$ cat src/rtl/adf4158_cfg_rx.sv
// rtl/adf4158_cfg_rx.sv - ADF4158 serial configuration receiver with 10-slot register shadow
// Oversamples the SPI pins in the clk domain, decodes each latched word into its slot.
module adf4158_cfg_rx #(
  parameter int CLK_RATIO = 4
) (
  input  logic        clk,
  input  logic        rst,
  input  logic        spi_clk,
  input  logic        spi_data,
  input  logic        spi_le,
  output logic        word_valid,
  output logic [3:0]  word_idx,
  output logic [31:0] word_data,
  output logic        len_err,
  input  logic [3:0]  rd_idx,
  output logic [31:0] rd_data,
  output logic [9:0]  written,
  output logic        configured,
  output logic        ramp_en
);

  typedef enum logic [1:0] {ST_IDLE, ST_SHIFT, ST_LATCH} state_t;

  // Two synchronizer stages plus a history flop cannot resolve spi_clk phases under one clk.
  if (CLK_RATIO < 2) begin : g_clk_ratio_unsupported
  end

  state_t      state_q, state_d;
  logic [1:0]  sclk_sync_q, sclk_sync_d;
  logic [1:0]  sdata_sync_q, sdata_sync_d;
  logic [1:0]  le_sync_q, le_sync_d;
  logic        sclk_prev_q, sclk_prev_d;
  logic        le_prev_q, le_prev_d;
  logic [31:0] shift_q, shift_d;
  logic [5:0]  cnt_q, cnt_d;
  logic [31:0] slot_q [10];
  logic [31:0] slot_d [10];
  logic [9:0]  written_q, written_d;
  logic        configured_q, configured_d;
  logic        word_valid_q, word_valid_d;
  logic [3:0]  word_idx_q, word_idx_d;
  logic [31:0] word_data_q, word_data_d;
  logic        len_err_q, len_err_d;
  logic [31:0] rd_data_q, rd_data_d;

  logic        sclk_rise;
  logic        le_rise;
  logic [3:0]  dec_idx;

  function automatic logic [3:0] decode_slot(input logic [31:0] w);
    logic [3:0] s;
    case (w[2:0])
      3'd5:    s = w[23] ? 4'd5 : 4'd6;
      3'd6:    s = w[23] ? 4'd7 : 4'd8;
      3'd7:    s = 4'd9;
      default: s = {1'b0, w[2:0]};
    endcase
    return s;
  endfunction

  assign sclk_rise = sclk_sync_q[1] & ~sclk_prev_q;
  assign le_rise   = le_sync_q[1] & ~le_prev_q;
  assign dec_idx   = decode_slot(shift_q);

  always_comb begin
    state_d      = state_q;
    sclk_sync_d  = {sclk_sync_q[0], spi_clk};
    sdata_sync_d = {sdata_sync_q[0], spi_data};
    le_sync_d    = {le_sync_q[0], spi_le};
    sclk_prev_d  = sclk_sync_q[1];
    le_prev_d    = le_sync_q[1];
    shift_d      = shift_q;
    cnt_d        = cnt_q;
    slot_d       = slot_q;
    written_d    = written_q;
    configured_d = &written_q;
    word_valid_d = 1'b0;
    word_idx_d   = word_idx_q;
    word_data_d  = word_data_q;
    len_err_d    = 1'b0;
    rd_data_d    = (rd_idx < 4'd10) ? slot_q[rd_idx] : 32'd0;

    case (state_q)
      ST_IDLE: begin
        if (!le_sync_q[1]) begin
          state_d = ST_SHIFT;
          shift_d = 32'd0;
          cnt_d   = 6'd0;
        end
      end
      ST_SHIFT: begin
        // A clock edge arriving together with the load edge still belongs to this word.
        if (sclk_rise) begin
          shift_d = {shift_q[30:0], sdata_sync_q[1]};
          cnt_d   = (cnt_q == 6'd63) ? cnt_q : cnt_q + 6'd1;
        end
        if (le_rise) begin
          state_d = ST_LATCH;
        end
      end
      ST_LATCH: begin
        state_d = ST_IDLE;
        if (cnt_q == 6'd32) begin
          slot_d[dec_idx]    = shift_q;
          written_d[dec_idx] = 1'b1;
          word_valid_d       = 1'b1;
          word_idx_d         = dec_idx;
          word_data_d        = shift_q;
        end else begin
          len_err_d = 1'b1;
        end
      end
      default: state_d = ST_IDLE;
    endcase
  end

  always_ff @(posedge clk) begin
    if (rst) begin
      state_q      <= ST_IDLE;
      sclk_sync_q  <= 2'b00;
      sdata_sync_q <= 2'b00;
      le_sync_q    <= 2'b11;
      sclk_prev_q  <= 1'b0;
      le_prev_q    <= 1'b1;
      shift_q      <= 32'd0;
      cnt_q        <= 6'd0;
      for (int i = 0; i < 10; i++) begin
        slot_q[i] <= 32'd0;
      end
      written_q    <= 10'd0;
      configured_q <= 1'b0;
      word_valid_q <= 1'b0;
      word_idx_q   <= 4'd0;
      word_data_q  <= 32'd0;
      len_err_q    <= 1'b0;
      rd_data_q    <= 32'd0;
    end else begin
      state_q      <= state_d;
      sclk_sync_q  <= sclk_sync_d;
      sdata_sync_q <= sdata_sync_d;
      le_sync_q    <= le_sync_d;
      sclk_prev_q  <= sclk_prev_d;
      le_prev_q    <= le_prev_d;
      shift_q      <= shift_d;
      cnt_q        <= cnt_d;
      slot_q       <= slot_d;
      written_q    <= written_d;
      configured_q <= configured_d;
      word_valid_q <= word_valid_d;
      word_idx_q   <= word_idx_d;
      word_data_q  <= word_data_d;
      len_err_q    <= len_err_d;
      rd_data_q    <= rd_data_d;
    end
  end

  assign word_valid = word_valid_q;
  assign word_idx   = word_idx_q;
  assign word_data  = word_data_q;
  assign len_err    = len_err_q;
  assign rd_data    = rd_data_q;
  assign written    = written_q;
  assign configured = configured_q;
  assign ramp_en    = slot_q[0][31];

endmodule
$ cat config.mk
export PLATFORM = sky130hd
export DESIGN_NAME = adf4158_cfg_rx
export DESIGN_NICKNAME = d
export VERILOG_FILES = /design/src/rtl/adf4158_cfg_rx.sv
export SDC_FILE = /design/constraint.sdc
export NUM_CORES = 1
export LEC_CHECK = 0
export CAP_MARGIN = 20
export CORE_ASPECT_RATIO = 0.7
export CORE_MARGIN = 3
export CORE_UTILIZATION = 35
export DETAILED_ROUTE_END_ITERATION = 10
export PLACE_DENSITY = 0.55
export SYNTH_ARGS = -nofsm -noshare
export SYNTH_HDL_FRONTEND = slang
export SYNTH_SLANG_ARGS = --single-unit
$ cat constraint.sdc
create_clock -name clk -period 1.85 [get_ports clk]
set_clock_uncertainty 0.1 [all_clocks]
set_input_delay 0.185 -clock clk [delete_from_list [all_inputs] [get_ports clk]]
set_output_delay 0.185 -clock clk [all_outputs]
set_load 0.005 [all_outputs]
==> results.yml <==
synthesis:
  synth-seq-cells: 449
  netlist_instances: 1760
  yosysTopAreaCellShare_pct: 51.3
  ys.flop_type: "dfxtp_1"
  synth_edf_count: 0
  syn-cell-area_um2: 17500
  yosys_warnings: 0
  synthArstFlopShare_pct: 0
  synth_top_cell_by_area: "dfxtp_1"
  synthTopCellsByArea: "dfxtp_1 (51%), nand3b_1 (11%), mux4_2 (8.2%)"
  syn_nets: 1771
  ys_types: 44
  yosysSeqAreaShare_pct: 51.3
  synth_area_per_cell_um2: 9.95
cells_and_area:
  mostFrequentLayoutCell: "dfxtp_1"
  fillers: 4541
  seq_area_um2: 9000
  layout-drive-gt1-share_pct: 18.9
  multi_input_area_um2: 7920
  layout.cells.non_filler: 2567
  fin_area_um2: 22400
  final_cell_mix: "dfxtp_1 (442), nand3b_1 (258), nand2_1 (191)"
  area_delta_synth_final_pct: 27.6
  nets: 1890
  antenna-diode-count: 0
  fin_util_pct: 46.0
worst_setup_path:
  required_ns: 2.18
  reg2reg_slack_ns: -0.1
  reg2reg_to: "slot_q[265]$_SDFFE_PP0P_"
  worstSetupEndpoint: "slot_q[265]$_SDFFE_PP0P_"
  reg2regPathDepth: 10
  critPathArrivalTime_ns: 2.28
  critical_path_peak_fanout: 8
  end_kind: "flip-flop"
  reg2reg_from: "cnt_q[0]$_SDFFE_PP0P_"
  worstSetupPathType: "flip-flop to flip-flop"
  crit_start: "cnt_q[0]$_SDFFE_PP0P_"
  start_kind: "flip-flop"
routing:
  ant_nets: 0
  drt_wl_total_um: 59500
  drc: 0
  wl_per_cell_um: 23.2
  avgViaCountPerCell: 5.56
  firstDrtPassIters: 5
  dr_total_vias: 14300
  drt-initial-drc-count: 1286
min_path:
  min-delay-path-class: "primary input to flip-flop"
global_routing:
  grt_pass1_vias: 13100
  grt.total_usage_pct: 17.9
  antenna_found_initial: 3
  grt_pass1_wl_um: 75700
  grt_start_max_net_pins: 65
  grt-ovfl-total: 0
clock_network:
  clk_latency_ns: 0.57
  clkTransAtPathRegs_ns: 0.06
  cts_tree: "built"
  clock_path_buffers: 3
  htreeDepth: 2
  cts_root_buf: "clkbuf_16"
  cts_made_buffers: 43
  cts.sinks: 449
power_and_ir_drop:
  powerDensity_nw_per_um2: 876
  ir_drop_mv: 0.585
  p_leak_nw: 7.91
sta:
  slew_viol_final: 0
  setup_viol: 197
  period_share_pct: 105
  finalHoldViolations: 0
  fin_ws_ns: -0.0958
  tightest_slew_ns: 0.483
  period_needed_ns: 1.95
  maxSlewHeadroom_pct: 67.4
  rsz0062_at_grt: "yes"
  fmax_mhz: 514
floorplanning:
  io_pins: 91
  core_um2: 48600
  die_w_um: 273
  start_util_pct: 36.0
  dieHeight_um: 193
  core.rowCount: 67
  die_area_um2: 52800
run:
  cap_viol_max_count: 0
placement:
  place_hpwl_um: 28700
  gp_congestion: 0.751
  placed_cell_area_um2: 19700
  place_inst: 2435
  port_buffers: 90
status:
  violations: "setup timing"
  status: "finished with violations"
[Yosys cell counts, types with 28 or more instances]
| cell type | number |
|---|---|
| dfxtp_1 | 449 |
| o21ai_0 | 261 |
| nand3b_1 | 258 |
| nand2_1 | 191 |
| clkbuf_1 | 123 |
| a21oi_1 | 94 |
| a22oi_1 | 64 |
| mux4_2 | 64 |
| nor2_1 | 43 |
| mux2_2 | 32 |
| buf_2 | 31 |
| nand2b_1 | 31 |
| inv_1 | 28 |
[repair_timing]
action,4_1_cts,5_1_grt
hold buffers,1,0
pin swaps,1,19
cloned,0,40
hold endpoints to repair,24,0
buffers inserted,1,12
endpoints found under the setup margin,6,302
gates resized for setup,2,237
[worst min path at each step]
stage                                  startpoint                       to  slack [ns]  cells past startpoint
final                                   rd_idx[1]   rd_data[11]$_SDFF_PP0_        0.05                      4
after global routing                    rd_idx[1]   rd_data[11]$_SDFF_PP0_        0.08                      4
after CTS                               rd_idx[1]   rd_data[11]$_SDFF_PP0_        0.04                      4
after detailed placement  le_sync_q[0]$_SDFF_PP1_  le_sync_q[1]$_SDFF_PP1_        0.30                      1
after global placement    le_sync_q[0]$_SDFF_PP1_  le_sync_q[1]$_SDFF_PP1_        0.30                      1
after floorplan                            spi_le  le_sync_q[0]$_SDFF_PP1_        0.19                      1
[layer usage]
| layer | GRT usage, % | up-vias | part of all wire [%] |
|---|---|---|---|
| met5 | 0 | - | 0.049 |
| met4 | 3.12 | 4 | 2.1 |
| met3 | 2.75 | 99 | 8.8 |
| met2 | 28.3 | 576 | 43 |
| met1 | 26.1 | 7075 | 46 |
| li1 | - | 6506 | - |
[flip-flops by register name (all words and copies together) (netlist names), 2 cells and up]
signal	count
slot_q	319
shift_q	32
written	10
state_q	2
sclk_sync_q	2
word_data	32
word_idx	4
cnt_q	6
le_sync_q	2
sdata_sync_q	2
rd_data	32
[metrics by stage]
step	power (mW)	setup slack, ns	setup TNS [ns]	hold WS, ns
after detailed placement	10.5	0.00901	0	0.301
after global routing	20.2	-0.173	-23.74	0.0846
final	19.6	-0.0958	-6.88	0.0488
after CTS	19.7	0.00820	0	0.0386
after global placement	10.5	0.0172	0	0.297
after floorplan	10.3	0.0687	0	0.189
[critical path, stage by stage (launching register included)]
cell and delay (ns):
dfxtp_2 0.32, inv_2 0.07, ha_4 0.12, nor4b_4 0.17, buf_4 0.18, buf_12 0.12
nand4_1 0.17, buf_6 0.21, clkbuf_16 0.19, nand3b_1 0.09, o21ai_0 0.07
[area by class of cell]
class	count	share of cell area, %
clock buffer	64	5.71
multi-input combinational	1123	35.4
clock inverter	14	0.856
sequential	449	40.2
timing repair buffer	234	13.6
tap	655	3.67
inverter	28	0.470
[power by group]
part           internal, mW  total [mW]  switching (mW)
clock                  5.36        9.28            3.92
sequential             9.67        9.68         0.00812
combinational         0.284       0.610           0.326
[cells by family after synthesis]
| kind of cell | after synthesis | share of synthesized area [%] |
|---|---|---|
| fa+ha+maj | 2 | 0.143 |
| flops | 449 | 51.3 |
| simple gates | 598 | 20.7 |
| buf+inv | 188 | 4.34 |
| mux | 96 | 10.3 |
| compound gates | 427 | 13.2 |
Note: power is estimated with default switching activity, not from simulation.
